[config.mk]
export PLATFORM = sky130hd
export DESIGN_NAME = mem_stage_flat
export DESIGN_NICKNAME = d
export VERILOG_FILES = /design/src/rtl/mem_stage_if.sv /design/src/rtl/mem_stage.sv /design/src/flat_wrapper.sv
export SDC_FILE = /design/constraint.sdc
export NUM_CORES = 1
export LEC_CHECK = 0
export BUFFER_PORTS_ARGS = -buffer_cell sky130_fd_sc_hd__buf_2
export CORE_ASPECT_RATIO = 0.6
export CORE_UTILIZATION = 56
export DETAILED_ROUTE_END_ITERATION = 6
export PLACE_DENSITY = 0.95
export SETUP_SLACK_MARGIN = 0.4
export SLEW_MARGIN = 5
export SYNTH_ARGS = -nofsm -noshare
export SYNTH_HDL_FRONTEND = slang
export SYNTH_SLANG_ARGS = --single-unit
[constraint.sdc]
create_clock -name clk -period 5.19 [get_ports clk]
set_clock_uncertainty 0.1 [all_clocks]
set_input_delay 0.2595 -clock clk [delete_from_list [all_inputs] [get_ports clk]]
set_output_delay 0.2595 -clock clk [all_outputs]
set_load 0.02 [all_outputs]
[src/rtl/mem_stage_if.sv]
// EX->MEM->WB handshake, data-SRAM response and hazard buses seen by the MEM stage.
// The slave modport is the MEM stage; the master modport is its environment.
interface mem_stage_if #(
    parameter int ES_TO_MS_BUS_WD = 162,
    parameter int MS_TO_WS_BUS_WD = 126
);
    logic                       flush;
    logic                       es_to_ms_valid;
    logic [ES_TO_MS_BUS_WD-1:0] es_to_ms_bus;
    logic                       ms_allowin;
    logic                       ws_allowin;
    logic                       ms_to_ws_valid;
    logic [MS_TO_WS_BUS_WD-1:0] ms_to_ws_bus;
    logic                       data_sram_data_ok;
    logic [31:0]                data_sram_rdata;
    logic [9:0]                 stall_ms_bus;
    logic [32:0]                forward_ms_bus;
    logic                       ms_exc_eret;

    modport slave (
        input  flush, es_to_ms_valid, es_to_ms_bus, ws_allowin,
               data_sram_data_ok, data_sram_rdata,
        output ms_allowin, ms_to_ws_valid, ms_to_ws_bus,
               stall_ms_bus, forward_ms_bus, ms_exc_eret
    );

    modport master (
        output flush, es_to_ms_valid, es_to_ms_bus, ws_allowin,
               data_sram_data_ok, data_sram_rdata,
        input  ms_allowin, ms_to_ws_valid, ms_to_ws_bus,
               stall_ms_bus, forward_ms_bus, ms_exc_eret
    );
endinterface

[src/rtl/mem_stage.sv]
// MIPS MEM stage: waits for data-SRAM load responses, extends/merges load data,
// discards responses of flushed loads and drives the MEM->WB handshake.
module mem_stage #(
    parameter int ES_TO_MS_BUS_WD = 162,
    parameter int MS_TO_WS_BUS_WD = 126,
    parameter int CANCEL_W        = 2
) (
    input  logic        clk,
    input  logic        resetn,
    mem_stage_if.slave  ms_if
);
    localparam logic [CANCEL_W-1:0] CNT_MAX = '1;

    logic                       ms_valid_q,   ms_valid_d;
    logic [ES_TO_MS_BUS_WD-1:0] bus_q,        bus_d;
    logic                       have_data_q,  have_data_d;
    logic [31:0]                data_buf_q,   data_buf_d;
    logic [CANCEL_W-1:0]        cancel_cnt_q, cancel_cnt_d;

    logic        exc, eret, res_from_cp0, mem_re;
    logic [3:0]  gr_we;
    logic [4:0]  dest;
    logic [2:0]  ld_op;
    logic [31:0] rt_value, alu_result, pc;
    logic        need_data, own_ok, ms_ready_go, ms_allowin, ms_to_ws_valid;
    logic        cnt_inc, cnt_dec;
    logic [31:0] load_data, result;

    assign exc          = bus_q[128];
    assign eret         = bus_q[119];
    assign res_from_cp0 = bus_q[117];
    assign gr_we        = bus_q[108:105];
    assign dest         = bus_q[104:100];
    assign mem_re       = bus_q[99];
    assign ld_op        = bus_q[98:96];
    assign rt_value     = bus_q[95:64];
    assign alu_result   = bus_q[63:32];
    assign pc           = bus_q[31:0];

    function automatic logic [31:0] load_ext(input logic [2:0]  op,
                                             input logic [1:0]  a,
                                             input logic [31:0] d,
                                             input logic [31:0] rt);
        logic [7:0]  b;
        logic [15:0] h;
        b = d[{a, 3'b000} +: 8];
        h = a[1] ? d[31:16] : d[15:0];
        case (op)
            3'd1: return {{24{b[7]}}, b};
            3'd2: return {24'h0, b};
            3'd3: return {{16{h[15]}}, h};
            3'd4: return {16'h0, h};
            3'd5: case (a)
                2'd0:    return {d[7:0],  rt[23:0]};
                2'd1:    return {d[15:0], rt[15:0]};
                2'd2:    return {d[23:0], rt[7:0]};
                default: return d;
            endcase
            3'd6: case (a)
                2'd0:    return d;
                2'd1:    return {rt[31:24], d[31:8]};
                2'd2:    return {rt[31:16], d[31:16]};
                default: return {rt[31:8],  d[31:24]};
            endcase
            default: return d;
        endcase
    endfunction

    // A response only belongs to the resident load once all cancelled ones have drained.
    assign need_data      = mem_re && !exc;
    assign own_ok         = ms_if.data_sram_data_ok && (cancel_cnt_q == '0);
    assign ms_ready_go    = !need_data || have_data_q || own_ok;
    assign ms_allowin     = !ms_valid_q || (ms_ready_go && ms_if.ws_allowin);
    assign ms_to_ws_valid = ms_valid_q && ms_ready_go;

    assign load_data = have_data_q ? data_buf_q : ms_if.data_sram_rdata;
    assign result    = mem_re ? load_ext(ld_op, alu_result[1:0], load_data, rt_value)
                              : alu_result;

    assign ms_if.ms_allowin     = ms_allowin;
    assign ms_if.ms_to_ws_valid = ms_to_ws_valid;
    assign ms_if.ms_to_ws_bus   = {bus_q[161:100], result, pc};
    assign ms_if.stall_ms_bus   = {ms_valid_q && (|gr_we), gr_we & {4{ms_valid_q}}, dest};
    assign ms_if.forward_ms_bus = {ms_valid_q && ms_ready_go && !res_from_cp0 && !exc, result};
    assign ms_if.ms_exc_eret    = ms_valid_q && (exc || eret);

    // Loads killed by a flush still have a response in flight that must be swallowed.
    assign cnt_inc = ms_if.flush &&
                     ((ms_valid_q && need_data && !have_data_q && !own_ok) ||
                      (ms_if.es_to_ms_valid && ms_allowin &&
                       ms_if.es_to_ms_bus[99] && !ms_if.es_to_ms_bus[128]));
    assign cnt_dec = ms_if.data_sram_data_ok && (cancel_cnt_q != '0);

    always_comb begin
        ms_valid_d   = ms_valid_q;
        bus_d        = bus_q;
        have_data_d  = have_data_q;
        data_buf_d   = data_buf_q;
        cancel_cnt_d = cancel_cnt_q;

        if (ms_if.flush) begin
            ms_valid_d  = 1'b0;
            have_data_d = 1'b0;
        end else begin
            if (ms_allowin) ms_valid_d = ms_if.es_to_ms_valid;
            if (ms_if.es_to_ms_valid && ms_allowin) bus_d = ms_if.es_to_ms_bus;
            if (ms_to_ws_valid && ms_if.ws_allowin) begin
                have_data_d = 1'b0;
            end else if (ms_valid_q && need_data && !have_data_q && own_ok) begin
                have_data_d = 1'b1;
                data_buf_d  = ms_if.data_sram_rdata;
            end
        end

        if (cnt_inc && !cnt_dec) begin
            if (cancel_cnt_q != CNT_MAX) cancel_cnt_d = cancel_cnt_q + 1'b1;
        end else if (cnt_dec && !cnt_inc) begin
            cancel_cnt_d = cancel_cnt_q - 1'b1;
        end
    end

    always_ff @(posedge clk or negedge resetn) begin
        if (!resetn) begin
            ms_valid_q   <= 1'b0;
            bus_q        <= '0;
            have_data_q  <= 1'b0;
            data_buf_q   <= '0;
            cancel_cnt_q <= '0;
        end else begin
            ms_valid_q   <= ms_valid_d;
            bus_q        <= bus_d;
            have_data_q  <= have_data_d;
            data_buf_q   <= data_buf_d;
            cancel_cnt_q <= cancel_cnt_d;
        end
    end
endmodule

[src/flat_wrapper.sv]
// flat-port wrapper written by rule: the top's interface ports become plain ports
module mem_stage_flat 
#(
    parameter int ES_TO_MS_BUS_WD = 162,
    parameter int MS_TO_WS_BUS_WD = 126,
    parameter int CANCEL_W        = 2
)
  (clk, resetn, ms_if_flush, ms_if_es_to_ms_valid, ms_if_es_to_ms_bus, ms_if_ws_allowin, ms_if_data_sram_data_ok, ms_if_data_sram_rdata, ms_if_ms_allowin, ms_if_ms_to_ws_valid, ms_if_ms_to_ws_bus, ms_if_stall_ms_bus, ms_if_forward_ms_bus, ms_if_ms_exc_eret);
  mem_stage_if #(.ES_TO_MS_BUS_WD(ES_TO_MS_BUS_WD), .MS_TO_WS_BUS_WD(MS_TO_WS_BUS_WD)) ms_if_i ();
  input  logic clk;
  input  logic resetn;
  input wire logic [$bits(ms_if_i.flush)-1:0] ms_if_flush;
  input wire logic [$bits(ms_if_i.es_to_ms_valid)-1:0] ms_if_es_to_ms_valid;
  input wire logic [$bits(ms_if_i.es_to_ms_bus)-1:0] ms_if_es_to_ms_bus;
  input wire logic [$bits(ms_if_i.ws_allowin)-1:0] ms_if_ws_allowin;
  input wire logic [$bits(ms_if_i.data_sram_data_ok)-1:0] ms_if_data_sram_data_ok;
  input wire logic [$bits(ms_if_i.data_sram_rdata)-1:0] ms_if_data_sram_rdata;
  output wire logic [$bits(ms_if_i.ms_allowin)-1:0] ms_if_ms_allowin;
  output wire logic [$bits(ms_if_i.ms_to_ws_valid)-1:0] ms_if_ms_to_ws_valid;
  output wire logic [$bits(ms_if_i.ms_to_ws_bus)-1:0] ms_if_ms_to_ws_bus;
  output wire logic [$bits(ms_if_i.stall_ms_bus)-1:0] ms_if_stall_ms_bus;
  output wire logic [$bits(ms_if_i.forward_ms_bus)-1:0] ms_if_forward_ms_bus;
  output wire logic [$bits(ms_if_i.ms_exc_eret)-1:0] ms_if_ms_exc_eret;
  assign ms_if_i.flush = ms_if_flush;
  assign ms_if_i.es_to_ms_valid = ms_if_es_to_ms_valid;
  assign ms_if_i.es_to_ms_bus = ms_if_es_to_ms_bus;
  assign ms_if_i.ws_allowin = ms_if_ws_allowin;
  assign ms_if_i.data_sram_data_ok = ms_if_data_sram_data_ok;
  assign ms_if_i.data_sram_rdata = ms_if_data_sram_rdata;
  assign ms_if_ms_allowin = ms_if_i.ms_allowin;
  assign ms_if_ms_to_ws_valid = ms_if_i.ms_to_ws_valid;
  assign ms_if_ms_to_ws_bus = ms_if_i.ms_to_ws_bus;
  assign ms_if_stall_ms_bus = ms_if_i.stall_ms_bus;
  assign ms_if_forward_ms_bus = ms_if_i.forward_ms_bus;
  assign ms_if_ms_exc_eret = ms_if_i.ms_exc_eret;
  mem_stage #(.ES_TO_MS_BUS_WD(ES_TO_MS_BUS_WD), .MS_TO_WS_BUS_WD(MS_TO_WS_BUS_WD), .CANCEL_W(CANCEL_W)) u_core (.clk(clk), .resetn(resetn), .ms_if(ms_if_i));
endmodule
# Word-level counts from Yosys, hierarchy flattened

Index checks and enable logic that the tools add are counted.

Register bits after elaboration: 198
Bits of input ports: 200
Word-level logic and storage cells: 79

$add $sub $neg: 2
Equal/unequal tests: 10
Shift operators: 1
Multiplexer cells: 14
Bitwise gates (word level): 3
Reductions and logical operators: 44

Operators with widths:

| operator                                                         | number |
|---|---|
| 32-bit one-hot mux with 3 select lines                           | 2 |
| 32-bit one-hot mux with 6 select lines                           | 1 |
| 32-bit 2-to-1 mux                                                | 2 |
| 32-bit by 6-bit indexed part select with 8-bit output            | 1 |
| 1-bit logical AND                                                | 20 |
| 16-bit 2-to-1 mux                                                | 1 |
| 3-bit == test (second input constant)                            | 3 |
| 1-bit logical NOT                                                | 9 |
| 3-bit by 2-bit == test with 1-bit output (second input constant) | 2 |
| 2-bit 2-to-1 mux                                                 | 3 |
| 2-bit nonzero test                                               | 3 |
| 1-bit logical OR                                                 | 5 |
| 1-bit 2-to-1 mux                                                 | 5 |
| 4-bit AND                                                        | 1 |
| 2-bit logical NOT                                                | 2 |
| 2-bit != test (second input constant)                            | 2 |
| 2-bit AND reduction                                              | 2 |
| 4-bit OR reduction                                               | 1 |
| 3-bit by 1-bit == test with 1-bit output (second input constant) | 1 |
| 3-bit AND reduction                                              | 1 |
| 3-bit nonzero test                                               | 1 |
| 2-bit by 1-bit adder with 2-bit output (second input constant)   | 1 |
| 2-bit by 1-bit == test with 1-bit output (second input constant) | 1 |
| 2-bit == test (second input constant)                            | 1 |
| other kinds (2)                                                  | 3 |

# Depth between registers and ports, before layout

Depth in word-level cells: 16
Mapped depth: 9
Mapped depth without buffers: 5

# Worst setup path after synthesis

OpenSTA, ideal clock, no wires.

Path kind: register to output
Start point: register u_core.bus_q[98]
End point: output port ms_if_ms_to_ws_bus[46]
Data arrival time: 2.495 ns
Data required time: 4.831 ns
Slack: 2.335 ns
Cell stages (with the launch flop): 8
Path buffers: 3
Cells stage by stage: dfrtp_1 -> clkbuf_1 -> and3_1 -> a21oi_1 -> clkbuf_1 -> nor2_1 -> a221oi_1 -> buf_4

Cells in the longest elaborated chain, start to end: 3
Elaborated cells between the ends (all ways): 8

RTL lines:

| what                                        | RTL line           | text |
|---|---|---|
| start, declared                             | mem_stage.sv:15    | `logic [ES_TO_MS_BUS_WD-1:0] bus_q, bus_d;` |
| start signal, assigned                      | mem_stage.sv:131   | `bus_q <= bus_d;` |
| 3-bit == test, or another cell as far along | --                 |  |
| 32-bit one-hot mux with 6 select lines *    | mem_stage.sv:48    | `case (op)` |
| 32-bit 2-to-1 mux *                         | mem_stage.sv:77    | `assign result = mem_re ? load_ext(ld_op, alu_result[1:0], load_data, rt_value)` |
| end, declared                               | flat_wrapper.sv:20 | `output wire logic [$bits(ms_if_i.ms_to_ws_bus)-1:0] ms_if_ms_to_ws_bus;` |

Every way passes the cells marked *; elsewhere a longest branch is shown, timed or not.

# Worst setup path after layout

Start point: register u_core.bus_q[33]
End point: output port ms_if_forward_ms_bus[24]

Cells in the longest elaborated chain, start to end: 4
Elaborated cells between the ends (all ways): 9

RTL lines:

| what                                                                                          | RTL line           | text |
|---|---|---|
| branches (longest 2 deep; another with 32-bit by 6-bit indexed part select with 8-bit output) | --                 |  |
| 32-bit one-hot mux with 6 select lines *                                                      | mem_stage.sv:48    |  |
| 32-bit 2-to-1 mux *                                                                           | mem_stage.sv:77    |  |
| end, declared                                                                                 | flat_wrapper.sv:22 | `output wire logic [$bits(ms_if_i.forward_ms_bus)-1:0] ms_if_forward_ms_bus;` |

Every way passes the cells marked *.

==> metrics <==
IO Count 372; share of cells above drive strength 1 36.5%; sequential share of the synthesized area 43.6%; RD Place Congestion 1.01; Chip Height 112 um; Power Density 369 mW/mm^2; Via-to-Cell Ratio 6.05; number of synthesized flops with an enable pin 0; TritonCTS clock tree done; synth warn 0; crit start category register; CP peak stage delay 860 ps; CORE AREA 0.0194 mm^2; DP HPWL 23,600 um; setup TNS 0 ps; Horiz. Die Dim 186 um; worst-margin pin slew 1140 ps; total gr overflow 0; worst min-delay path category in -> reg; post-CTS setup buffers 0; initial antenna violation count 3; Final #Nets 1,604; wire per inst 22.6 um; RSZ-0062 raised after global routing no; Crit Path Max Fanout 39; htree depth 4; Fmax achieved 253 MHz; worst-path cell chain buf_4, nor2_1, nor2_1, o32a_1, a221oi_1, buf_2; first-pass GRT wire length 59,000 um; minimum clock period 3960 ps; vias in the first global route 10,600; largest net degree at the start of global routing 137; crit path DAT 3600 ps; fin crit share 76.3%; gr usage total 37.3%; Post-Syn Nets 1,215; hold path depth 2; Place WS 2040 ps; top_reg_cell synth dfrtp_1; CP Class reg -> out; final slew viol count 0; fill cell count 1,172; FF+latch count, synth 198; VDD IR max 0.274 mV; clk buf depth 2; Detailed Route Iter0 Violations 1,238; Die Area 0.0209 mm^2; status finished, violations left; DR pass1 iterations 7; num rows 39; CP max stage cell nor2_1; Mapped Area 0.0114 mm^2; clk root buf clkbuf_16; area post-placement 0.0124 mm^2; TritonCTS Sinks 198; Distinct cells, synth 56; Worst EP required 4830 ps; starting density of the core 58.5%; Worst-path clk slew 70 ps; area grow syn2layout 30.6%; Total Routed Length 38,000 um; hold slack 21.7 ps; max cap viols 0; Port Buf Inserts 371; FF-to-FF path depth 5; Mapped Cells 1,015; fin area 0.0148 mm^2; Post-synth ARST share 100%; Via Count 10,200; Avg Cell Area, Syn 11.2 um^2; CTS Buf Count 17; DRC errors left 36; Lkg Pwr 6.78 nW; final hold vios 0; CP Capture Type output port; Slew headroom 23.2%; worst-skew pair later-pin latency 430 ps; antenna-violating nets left 0; failing checks design-rule violations; final setup fails 0; final setup margin 1230 ps; most used cell, CP nor2_1
[cells in the mapped netlist, types with 2 or more instances]
cell type / number / area (um^2)
and3b_1: 2 / 17.5
and2_1: 9 / 56.3
o31ai_1: 5 / 37.5
buf_2: 22 / 110
a221oi_1: 20 / 175
nand2_1: 43 / 161
o21ai_0: 45 / 225
a2111oi_0: 2 / 17.5
o2bb2ai_1: 9 / 78.8
nor2_1: 69 / 259
o41ai_1: 2 / 17.5
nor3_1: 5 / 25.0
o211ai_1: 3 / 22.5
nand3b_1: 4 / 30.0
clkbuf_1: 35 / 131
o311ai_1: 2 / 17.5
nor4_1: 2 / 12.5
and3_1: 2 / 12.5
mux2_1: 129 / 1450
inv_1: 14 / 52.6
a21oi_1: 40 / 200
o21a_1: 3 / 22.5
or3_1: 2 / 12.5
dfrtp_1: 198 / 4950
o32a_1: 3 / 30.0
o22ai_1: 7 / 43.8
a32o_1: 8 / 80.1
nor2b_1: 6 / 37.5
mux4_2: 16 / 360
nand3_1: 4 / 20.0
a211oi_1: 11 / 82.6
mux2_2: 79 / 890
nand2b_1: 6 / 37.5
buf_4: 134 / 1010
o21ai_1: 3 / 15.0
mux2i_1: 40 / 400
o221ai_1: 7 / 61.3
nor3b_1: 3 / 22.5
inv_2: 2 / 7.51
buf_1: 3 / 11.3
[state kept, by name, summed over array words and instances, names as in the netlist]
signal / flops
u_core.cancel_cnt_q: 2
u_core.ms_valid_q: 1
u_core.data_buf_q: 32
u_core.bus_q: 162
u_core.have_data_q: 1
[layer usage]
| metal | vias to the layer above | track usage, % | part of all wire, % |
|---|---|---|---|
| li1 | 4322 | - | - |
| met1 | 4865 | 45.3 | 37 |
| met2 | 790 | 59.3 | 46 |
| met3 | 214 | 13.3 | 11 |
| met4 | 0 | 18.1 | 5.0 |
| met5 | - | 0 | 0 |
[power breakdown]
group	internal, mW	leakage (nW)	total (mW)	switching [mW]
clock network	0.733	0.281	1.36	0.628
registers	1.83	2.39	2.08	0.251
logic	0.786	4.11	2.04	1.25
total	3.35	6.78	5.48	2.13
[kinds of logic after synthesis]
logic type / count (synthesis) / share of synthesized area, %
mux: 265 / 27.4
buf+inv: 211 / 11.7
flops: 198 / 43.6
compound gates: 178 / 10.6
simple gates: 163 / 6.68
[path summary, 6_finish.rpt]
kind                                               start                        to  slack [ps]
worst max-delay path                    u_core.bus_q[33]  ms_if_forward_ms_bus[24]        1230
worst min-delay path            ms_if_data_sram_rdata[8]      u_core.data_buf_q[8]          20
worst max register to register    u_core.cancel_cnt_q[1]          u_core.bus_q[51]        2480
worst min register to register          u_core.bus_q[15]          u_core.bus_q[15]         390
max in group asynchronous                         resetn        u_core.have_data_q        3310
min in group asynchronous                         resetn         u_core.bus_q[145]         420
[critical path: cells and delay by family (launching register included)]
| family | cells | cell delay [ps] |
|---|---|---|
| AO/OA/AOI/OAI | 2 | 970 |
| AND/OR/NAND/NOR | 2 | 960 |
| buffers and inverters | 2 | 650 |
| flip-flops | 1 | 570 |
[cells in the final DEF, fill, tap and decap left out, types with 5 or more instances in the layout]
| master | netlist | final |
|---|---|---|
| a21oi_1 | 40 | 39 |
| nor3_1 | 5 | 5 |
| o21ai_0 | 45 | 45 |
| dfrtp_1 | 198 | 196 |
| nor2b_1 | 6 | 6 |
| mux2_2 | 79 | 79 |
| a32o_1 | 8 | 8 |
| mux2i_1 | 40 | 40 |
| o22ai_1 | 7 | 7 |
| o31ai_1 | 5 | 5 |
| nor2_1 | 69 | 69 |
| o2bb2ai_1 | 9 | 9 |
| inv_1 | 14 | 14 |
| a221oi_1 | 20 | 20 |
| mux2_1 | 129 | 129 |
| o221ai_1 | 7 | 7 |
| buf_2 | 22 | 370 |
| and2_1 | 9 | 9 |
| mux4_2 | 16 | 16 |
| nand2b_1 | 6 | 6 |
| buf_4 | 134 | 8 |
| nand2_1 | 43 | 43 |
| clkbuf_16 | 0 | 17 |
| a211oi_1 | 11 | 10 |
| dlygate4sd3_1 | 0 | 185 |
[cell type report]
cell class | instances | area [um^2] | area share (%)
multi-input cells | 606 | 5090 | 34.3
flip-flops and latches | 198 | 4960 | 33.4
repair buffers | 565 | 3800 | 25.6
clock buffers | 19 | 443 | 2.99
well taps | 266 | 333 | 2.24
clock inverters | 11 | 144 | 0.970
inverters | 16 | 60.1 | 0.405
diodes | 4 | 10.0 | 0.0675
[through the flow]
stage	power [mW]	std cells	util, %
after global routing	5.68	1683	76.4
after detailed placement	3.91	1466	63.8
after global placement	3.84	1466	63.8
after CTS	5.36	1681	76.3
after floorplan	3.52	1015	-
final	5.48	1685	76.4
[timing repair]
item | CTS | global route
gates resized for setup | 0 | 0
hold endpoints to repair | 293 | 0
hold buffers | 185 | 0
setup endpoints to repair | 0 | 0
(Power assumes the default switching activity.)
